<file path="src/rtl/dino_game_ctrl_pkg.sv">
// ============================================================================
// Module      : dino_pkg
// Description : Shared types and constants for the dino game controller and
//               the obstacle stage.
// Revision    : 1.0 - initial release
// ============================================================================
`default_nettype none

package dino_pkg;

    typedef enum logic [1:0] {
        ST_IDLE = 2'd0,
        ST_RUN  = 2'd1,
        ST_HIT  = 2'd2,
        ST_OVER = 2'd3
    } state_e;

    typedef logic [15:0] bcd4_t;

    localparam int C_OBS_W        = 8;
    localparam int C_DEF_DINO_X_L = 16;
    localparam int C_DEF_DINO_X_R = 24;
    localparam bcd4_t C_BCD_MAX   = 16'h9999;

    // Digit-wise magnitude compare, most significant digit decides first.
    function automatic logic bcd_gt(input bcd4_t a, input bcd4_t b);
        logic res;
        logic done;
        res  = 1'b0;
        done = 1'b0;
        for (int i = 3; i >= 0; i--) begin
            if (!done && (a[4*i +: 4] != b[4*i +: 4])) begin
                res  = (a[4*i +: 4] > b[4*i +: 4]);
                done = 1'b1;
            end
        end
        return res;
    endfunction

endpackage

`default_nettype wire

</file>
<file path="src/rtl/dino_game_ctrl_bcd_counter4.sv">
// ============================================================================
// Module      : bcd_counter4
// Description : Four-digit BCD up-counter with clear, saturating at 9999.
// Revision    : 1.0 - initial release
// ============================================================================
`default_nettype none

module bcd_counter4
    import dino_pkg::*;
(
    input  logic  clk,
    input  logic  rst,
    input  logic  clr_i,
    input  logic  inc_i,
    output bcd4_t count_o
);

    bcd4_t count_q;
    bcd4_t count_d;

    always_comb begin
        logic       carry;
        logic [3:0] digit;
        count_d = count_q;
        carry   = inc_i && (count_q != C_BCD_MAX);
        for (int i = 0; i < 4; i++) begin
            digit = count_q[4*i +: 4];
            if (carry) begin
                if (digit == 4'd9) begin
                    count_d[4*i +: 4] = 4'd0;
                end else begin
                    count_d[4*i +: 4] = digit + 4'd1;
                    carry             = 1'b0;
                end
            end
        end
        if (clr_i) begin
            count_d = '0;
        end
    end

    always_ff @(posedge clk) begin
        if (rst) begin
            count_q <= '0;
        end else begin
            count_q <= count_d;
        end
    end

    assign count_o = count_q;

endmodule

`default_nettype wire

</file>
<file path="src/rtl/dino_game_ctrl.sv">
// ============================================================================
// Module      : dino_game_ctrl
// Description : Dino game state machine: collision detect, score, high score
//               and freeze control, all on the 16 Hz game tick.
// Revision    : 1.0 - initial release
// ============================================================================
`default_nettype none

module dino_game_ctrl
    import dino_pkg::*;
#(
    parameter int DINO_X_L  = C_DEF_DINO_X_L,
    parameter int DINO_X_R  = C_DEF_DINO_X_R,
    parameter int HIT_TICKS = 8,
    parameter int SCORE_DIV = 4
) (
    input  logic        clk_16Hz,
    input  logic        rst,
    input  logic        start,
    input  logic [6:0]  dino_y,
    input  logic [7:0]  obs_x,
    input  logic [6:0]  obs_h,
    input  logic        obs_valid,
    output logic        freeze,
    output logic [1:0]  state,
    output logic        blink,
    output logic [15:0] score,
    output logic [15:0] hi_score
);

    localparam int DIV_W  = (SCORE_DIV > 1) ? $clog2(SCORE_DIV) : 1;
    localparam int HCNT_W = (HIT_TICKS > 1) ? $clog2(HIT_TICKS) : 1;

    state_e              state_q;
    logic                freeze_q;
    logic                blink_q;
    logic                start_q;
    logic [DIV_W-1:0]    div_q;
    logic [HCNT_W-1:0]   hcnt_q;
    bcd4_t               hi_q;
    bcd4_t               w_score;

    logic       w_start_rise;
    logic [8:0] w_obs_r;
    logic       w_hit;
    logic       w_div_wrap;
    logic       w_score_clr;
    logic       w_score_inc;

    assign w_start_rise = start & ~start_q;

    // Right edge is computed in 9 bits so obstacles near column 255 cannot wrap.
    assign w_obs_r = {1'b0, obs_x} + 9'(C_OBS_W);
    assign w_hit   = obs_valid
                   && ({1'b0, obs_x} <= 9'(DINO_X_R))
                   && (w_obs_r > 9'(DINO_X_L))
                   && (dino_y < obs_h);

    assign w_div_wrap  = (div_q == DIV_W'(SCORE_DIV - 1));
    assign w_score_clr = w_start_rise && ((state_q == ST_IDLE) || (state_q == ST_OVER));
    // A collision tick drops any score step that would have landed on it.
    assign w_score_inc = (state_q == ST_RUN) && !w_hit && w_div_wrap;

    bcd_counter4 u_score (
        .clk     (clk_16Hz),
        .rst     (rst),
        .clr_i   (w_score_clr),
        .inc_i   (w_score_inc),
        .count_o (w_score)
    );

    always_ff @(posedge clk_16Hz) begin
        if (rst) begin
            state_q  <= ST_IDLE;
            freeze_q <= 1'b1;
            blink_q  <= 1'b0;
            start_q  <= 1'b0;
            div_q    <= '0;
            hcnt_q   <= '0;
            hi_q     <= '0;
        end else begin
            start_q <= start;
            case (state_q)
                ST_IDLE: begin
                    if (w_start_rise) begin
                        state_q  <= ST_RUN;
                        freeze_q <= 1'b0;
                        div_q    <= '0;
                    end
                end
                ST_RUN: begin
                    if (w_hit) begin
                        state_q  <= ST_HIT;
                        freeze_q <= 1'b1;
                        blink_q  <= 1'b1;
                        hcnt_q   <= HCNT_W'(HIT_TICKS - 1);
                    end else if (w_div_wrap) begin
                        div_q <= '0;
                    end else begin
                        div_q <= div_q + 1'b1;
                    end
                end
                ST_HIT: begin
                    if (hcnt_q == '0) begin
                        state_q <= ST_OVER;
                        blink_q <= 1'b0;
                        if (bcd_gt(w_score, hi_q)) begin
                            hi_q <= w_score;
                        end
                    end else begin
                        hcnt_q  <= hcnt_q - 1'b1;
                        blink_q <= ~blink_q;
                    end
                end
                ST_OVER: begin
                    if (w_start_rise) begin
                        state_q  <= ST_RUN;
                        freeze_q <= 1'b0;
                        div_q    <= '0;
                    end
                end
                default: begin
                    state_q  <= ST_IDLE;
                    freeze_q <= 1'b1;
                end
            endcase
        end
    end

    assign freeze   = freeze_q;
    assign state    = state_q;
    assign blink    = blink_q;
    assign score    = w_score;
    assign hi_score = hi_q;

endmodule

`default_nettype wire

</file>
<file path="config.mk">
export PLATFORM = sky130hd
export DESIGN_NAME = dino_game_ctrl
export DESIGN_NICKNAME = d
export VERILOG_FILES = /design/src/rtl/dino_game_ctrl_pkg.sv /design/src/rtl/dino_game_ctrl_bcd_counter4.sv /design/src/rtl/dino_game_ctrl.sv
export SDC_FILE = /design/constraint.sdc
export NUM_CORES = 1
export LEC_CHECK = 0
export BUFFER_PORTS_ARGS = -buffer_cell sky130_fd_sc_hd__buf_2
export CAP_MARGIN = 20
export CELL_PAD_IN_SITES_DETAIL_PLACEMENT = 2
export CELL_PAD_IN_SITES_GLOBAL_PLACEMENT = 2
export CORE_MARGIN = 5
export CORE_UTILIZATION = 35
export DETAILED_ROUTE_END_ITERATION = 10
export GPL_ROUTABILITY_DRIVEN = 0
export HOLD_SLACK_MARGIN = 0.06
export PLACE_DENSITY = 0.93
export SLEW_MARGIN = 25
export SYNTH_ARGS = -nofsm -noshare
export SYNTH_HDL_FRONTEND = slang
export SYNTH_SLANG_ARGS = --single-unit
</file>
<file path="constraint.sdc">
create_clock -name clk_16Hz -period 3.5 [get_ports clk_16Hz]
set_input_delay 0.875 -clock clk_16Hz [delete_from_list [all_inputs] [get_ports clk_16Hz]]
set_output_delay 0.875 -clock clk_16Hz [all_outputs]
set_load 0.01 [all_outputs]
</file>
# == After elaboration in Yosys (flattened, before gate mapping) ==
# Cells that the tools add are included.
# word_totals
regBits,42
# op_classes
n_reduce_logical,27
bitwise,3
n_eq_ne,18
n_mux,45
n_lt_le_gt_ge,7
add_sub_neg,7
# op_table
operator,n
2-to-1 mux 1 bit,28
"adder 4 x 1 -> 4 bit, second input constant",4
"equality test 4 bit, second input constant",4
> comparator 4 bit,4
2-to-1 mux 4 bit,4
"!= test 16 bit, second input constant",1
!= test 4 bit,4
AND reduction 3 bit,5
2-to-1 mux 2 bit,6
logical AND 1 bit,10
"adder 8 x 4 -> 9 bit, second input constant",1
"> comparator 9 x 5 -> 1 bit, second input constant",1
"less-or-equal comparator 8 x 5 -> 1 bit, second input constant",1
"!= test 2 bit, second input constant",4
< comparator 7 bit,1
"equality test 2 bit, second input constant",3
2-to-1 mux 3 bit,2
one-hot mux 2 bit (3 select lines),1
one-hot mux 3 bit (2 select lines),1
logical NOT 1 bit,4
one-hot mux 1 bit (2 select lines),2
one-hot mux 2 bit (2 select lines),1
nonzero test 2 bit,2
OR reduction 2 bit,2
other kinds (10),11

# == Depth between registers and ports, before layout ==
# depth
depth_word,24
mapped_depth,10
ltp_nobuf,8

# == Cells and area by module ==
# A second synthesis with hierarchy kept.
# hier_totals
hier_cells,319
area_unflattened_um2,2750.1
# by_module_without_submodules
module,n_inst,cells_each,seq_area_each_um2,area_each_um2
dino_game_ctrl,1,218,520.5,1908.1
bcd_counter4,1,101,320.3,842.1

# == Least setup slack after synthesis ==
# OpenSTA, ideal clock, no wires.
# synth_timing
path_kind,in2reg
start,input port obs_h[6]
end,"register state_q[1], in the netlist state[1]"
cell_stages,9
path_buffers,1
arrival_ns,2.579
path_slack_ns,0.851
cell_sequence,inv_1 ha_1 a211oi_1 nand3_1 nor2_1 a21oi_1 clkbuf_1 or3_1 a21oi_1
# synth_between
elab_chain_cells,4
# synth_lines
item,line,text
from (decl),dino_game_ctrl.sv:22,"input logic [6:0] obs_h,"
< comparator 7 bit,dino_game_ctrl.sv:57,&& (dino_y < obs_h);
logical AND 1 bit,dino_game_ctrl.sv:57,
!= test 2 bit (no source line),-,
AND reduction 3 bit (no source line),-,
to (signal assigned),dino_game_ctrl.sv:74,state_q <= ST_IDLE;
to (signal assigned),dino_game_ctrl.sv:86,state_q <= ST_RUN;
to (signal assigned),dino_game_ctrl.sv:93,state_q <= ST_HIT;
to (decl),dino_game_ctrl.sv:34,state_e state_q;
# No other way between the ends.
# A chain may end at the register's enable or synchronous reset.

# == Final worst setup path ==
# layout_timing
start,"register u_score.count_q[0], in the netlist u_score.count_o[0]"
end,"register hi_q[7], in the netlist hi_score[7]"
# layout_between
elab_chain_cells,7
word_cells_on_any_way,8
classes_between,order compare (1); eq/ne (1); mux (4); reduce/logical (2)
# layout_lines
item,line,text
from (decl),dino_game_ctrl_bcd_counter4.sv:18,bcd4_t count_q;
from (signal assigned),dino_game_ctrl_bcd_counter4.sv:46,count_q <= count_d;
branches (longest 2 deep; another with > comparator 4 bit),-,
2-to-1 mux 1 bit *,dino_game_ctrl_pkg.sv:32,if (!done && (a[4*i +: 4] != b[4*i +: 4])) begin
2-to-1 mux 1 bit *,dino_game_ctrl.sv:104,if (hcnt_q == '0) begin
2-to-1 mux 1 bit *,dino_game_ctrl.sv:83,case (state_q)
2-to-1 mux 1 bit *,dino_game_ctrl.sv:73,if (rst) begin
AND reduction 3 bit (no source line) *,-,
to (signal assigned),dino_game_ctrl.sv:108,hi_q <= w_score;
to (decl),dino_game_ctrl.sv:40,bcd4_t hi_q;
# Mark *: on every way between the ends. The select of a mux whose other input is x is not followed.

==> impl_metrics.py <==
metrics = {
    "critical_path": {
        "crit_start": "u_score.count_o[0]",
        "worst_setup_path_end_kind": "flip-flop",
        "cpPeakStageDelay_ps": 650,
        "critPathBufInv": 2,
        "worstSetupPathDepth": 8,
        "worst_r2r_endpoint": "hi_score[7]",
        "rrSetupSlack_ps": 760,
        "arrival_ps": 2980,
        "path_cells": "inv_1 -> ha_1 -> and4_1 -> a21oi_1 -> o22ai_1 -> a2111oi_4 -> buf_12 -> mux2i_1",
        "cp_slowest_cell": "a2111oi_4",
        "worst_r2r_path_depth": 8,
        "worstSetupPathType": "reg -> reg",
        "worst-endpoint-required_ps": 3730,
        "crit_path_start_kind": "flip-flop",
        "critPathMaxFanout": 12,
        "r2r-start": "u_score.count_o[0]",
        "crit_family": "compound AO/OA/AOI/OAI gates",
    },
    "power": {
        "leakage_nw": 1.42,
        "ir_drop_v": 0.000306,
        "powerDensity_nw_per_um2": 405,
    },
    "synth": {
        "syn-cell-area_um2": 2880,
        "ys_seq_area_share_pct": 29.2,
        "synthDistinctLibCells": 57,
        "yosysWarnings": 0,
        "synth_seq_cells": 42,
        "syn_nets": 388,
        "async_reset_ff_share_pct": 0,
        "synthMostInstantiatedCell": "dfxtp_1",
        "synthFlopType": "dfxtp_1",
        "synth_top_area_cell": "dfxtp_1",
        "ys_top_cells_by_area": "dfxtp_1, ha_1, nand2b_1",
        "synth_edf_count": 0,
        "avgSynthCellArea_um2": 8.64,
        "postSynthCellCount": 333,
        "synth_top_area_share_pct": 29.2,
        "synth_commonest_cells": "dfxtp_1, nand2b_1, inv_1, ha_1, mux2i_1",
    },
    "cts": {
        "cts.sinks": 42,
        "cts_tree": "yes",
        "cts.repair.resized": 0,
        "ctsHoldBuffers": 0,
        "cts_made_buffers": 5,
        "clk_latency_ps": 300,
        "cts_setup_buffers": 0,
        "clockBufferDepth": 2,
        "htreeDepth": 2,
        "clk_pin_slew_worst_paths_ps": 90,
        "cts_root_buffer": "clkbuf_8",
    },
    "timing": {
        "hold_viol": 0,
        "tightest_slew_ps": 680,
        "rsz0062_at_grt": "false",
        "period_needed_ps": 2740,
        "max-slew-margin-rel_pct": 54.7,
        "slew_viol_final": 0,
        "max_freq_mhz": 364,
        "fin_crit_sh_pct": 78.4,
        "timing.setup.tns_ps": 0,
        "skew_ps": 15.3,
        "setup_viol": 0,
    },
    "placed_design": {
        "dpl_cell_area_um2": 3270,
        "hpwl_um": 6840,
        "port_buffers": 61,
    },
    "routing": {
        "wl_per_cell_um": 17.4,
        "drtIter0Drc": 84,
        "vias_per_cell": 5.31,
        "drc": 0,
        "antenna_left": 0,
        "finalWirelength_um": 8650,
        "dr.pass1.iters": 3,
        "vias": 2646,
    },
    "final_layout": {
        "drive_gt1_share_pct": 22.4,
        "design_area_um2": 3380,
        "fin_nets": 447,
        "utilization_pct": 41.7,
        "multi_input_area_um2": 1810,
        "fillerInstances": 950,
        "seqCellArea_um2": 841,
        "n_antenna_cell": 0,
        "syn_to_final_growth_pct": 17.4,
    },
    "min_path": {
        "holdPathEnd": "hcnt_q[1]",
        "hold_path_class": "reg -> reg",
        "hold_path_depth": 2,
        "min-delay-start": "hcnt_q[1]",
    },
    "global_routing": {
        "grt_pass1_wl_um": 14800,
        "grt-ovfl-total": 0,
        "grt_usage_pct": 18.0,
        "grt_start_max_net_pins": 46,
        "antenna_found_initial": 0,
        "first_global_vias": 3034,
    },
    "floorplanning": {
        "die_y_um": 101,
        "std_cell_rows": 33,
        "fp.dieW_um": 101,
        "die_area_um2": 10100,
        "initial_core_util_pct": 35.5,
        "core_um2": 8090,
        "io_pins": 62,
    },
    "run_status": {
        "status": "finished clean",
    },
    "run": {
        "cap_violations": 0,
    },
}
## placed cells by master, fill, tap and decap left out, types with 4 or more instances in the layout
cell type / synthesis / layout
a21o_1: 5 / 5
a21oi_1: 17 / 17
a31oi_1: 7 / 7
buf_2: 1 / 61
buf_4: 3 / 4
clkbuf_8: 1 / 5
dfxtp_1: 42 / 42
ha_1: 29 / 29
inv_1: 33 / 33
mux2i_1: 20 / 20
nand2_1: 18 / 18
nand2b_1: 36 / 36
nand3_1: 7 / 7
nand4_1: 7 / 7
nor2_1: 18 / 18
nor2b_1: 5 / 5
nor3_1: 4 / 4
o21ai_0: 15 / 15
or4_1: 4 / 4
## worst min-delay path: cells and delay by family, from the launching register on
kind | cells | cell delay [ps]
DFF | 1 | 310
AOI/OAI and AO/OA | 1 | 70
buffers and inverters | 1 | 60
## flip-flops by register name, summed over array words and instances (netlist names)
signal	flops
hi_score	16
u_score.count_o	16
hcnt_q	3
div_q	2
state	2
blink	1
freeze	1
start_q	1
## final cells by class
class / count / share of cell area, %
clock inverter: 2 / 1.11
timing repair buffer: 66 / 10.5
inverter: 33 / 3.67
tap: 105 / 3.89
sequential: 42 / 24.9
clock buffer: 6 / 2.15
multi-input combinational: 244 / 53.7
## layer usage
metal  GRT usage, %  routed length, um
met4           3.32                 88
met2           34.0               4510
met1           21.2               3740
met5              0                  0
met3           2.91                304
## cells by family after synthesis
group                      synth area share [%]
buffers and inverters                      7.70
adders and majority gates                  12.6
AOI/OAI and AO/OA                          17.3
and+or+nand+nor                            24.9
muxes                                      7.35
DFF                                        29.2
xor gates and xnor gates                  0.914
## power by group
group	internal (mW)	switching [mW]
clock	0.213	0.184
combinational	0.167	0.256
sequential	0.518	0.0283
## stage by stage
stage | std cells | power, mW | setup WS (ps) | hold slack [ps]
2_1_floorplan | 333 | 0.857 | 851 | 446
3_3_place_gp | 490 | 0.944 | 652 | 457
3_5_place_dp | 490 | 0.986 | 496 | 487
4_1_cts | 498 | 1.39 | 713 | 498
5_1_grt | 498 | 1.46 | 598 | 515
6_report | 498 | 1.37 | 756 | 493
## worst max path at each step
stage,to
global placement,u_score.count_o[7]
floorplan,state[1]
finish,hi_score[7]
CTS,hi_score[7]
detailed placement,u_score.count_o[7]
global route,hi_score[11]
(Power assumes the default switching activity.)
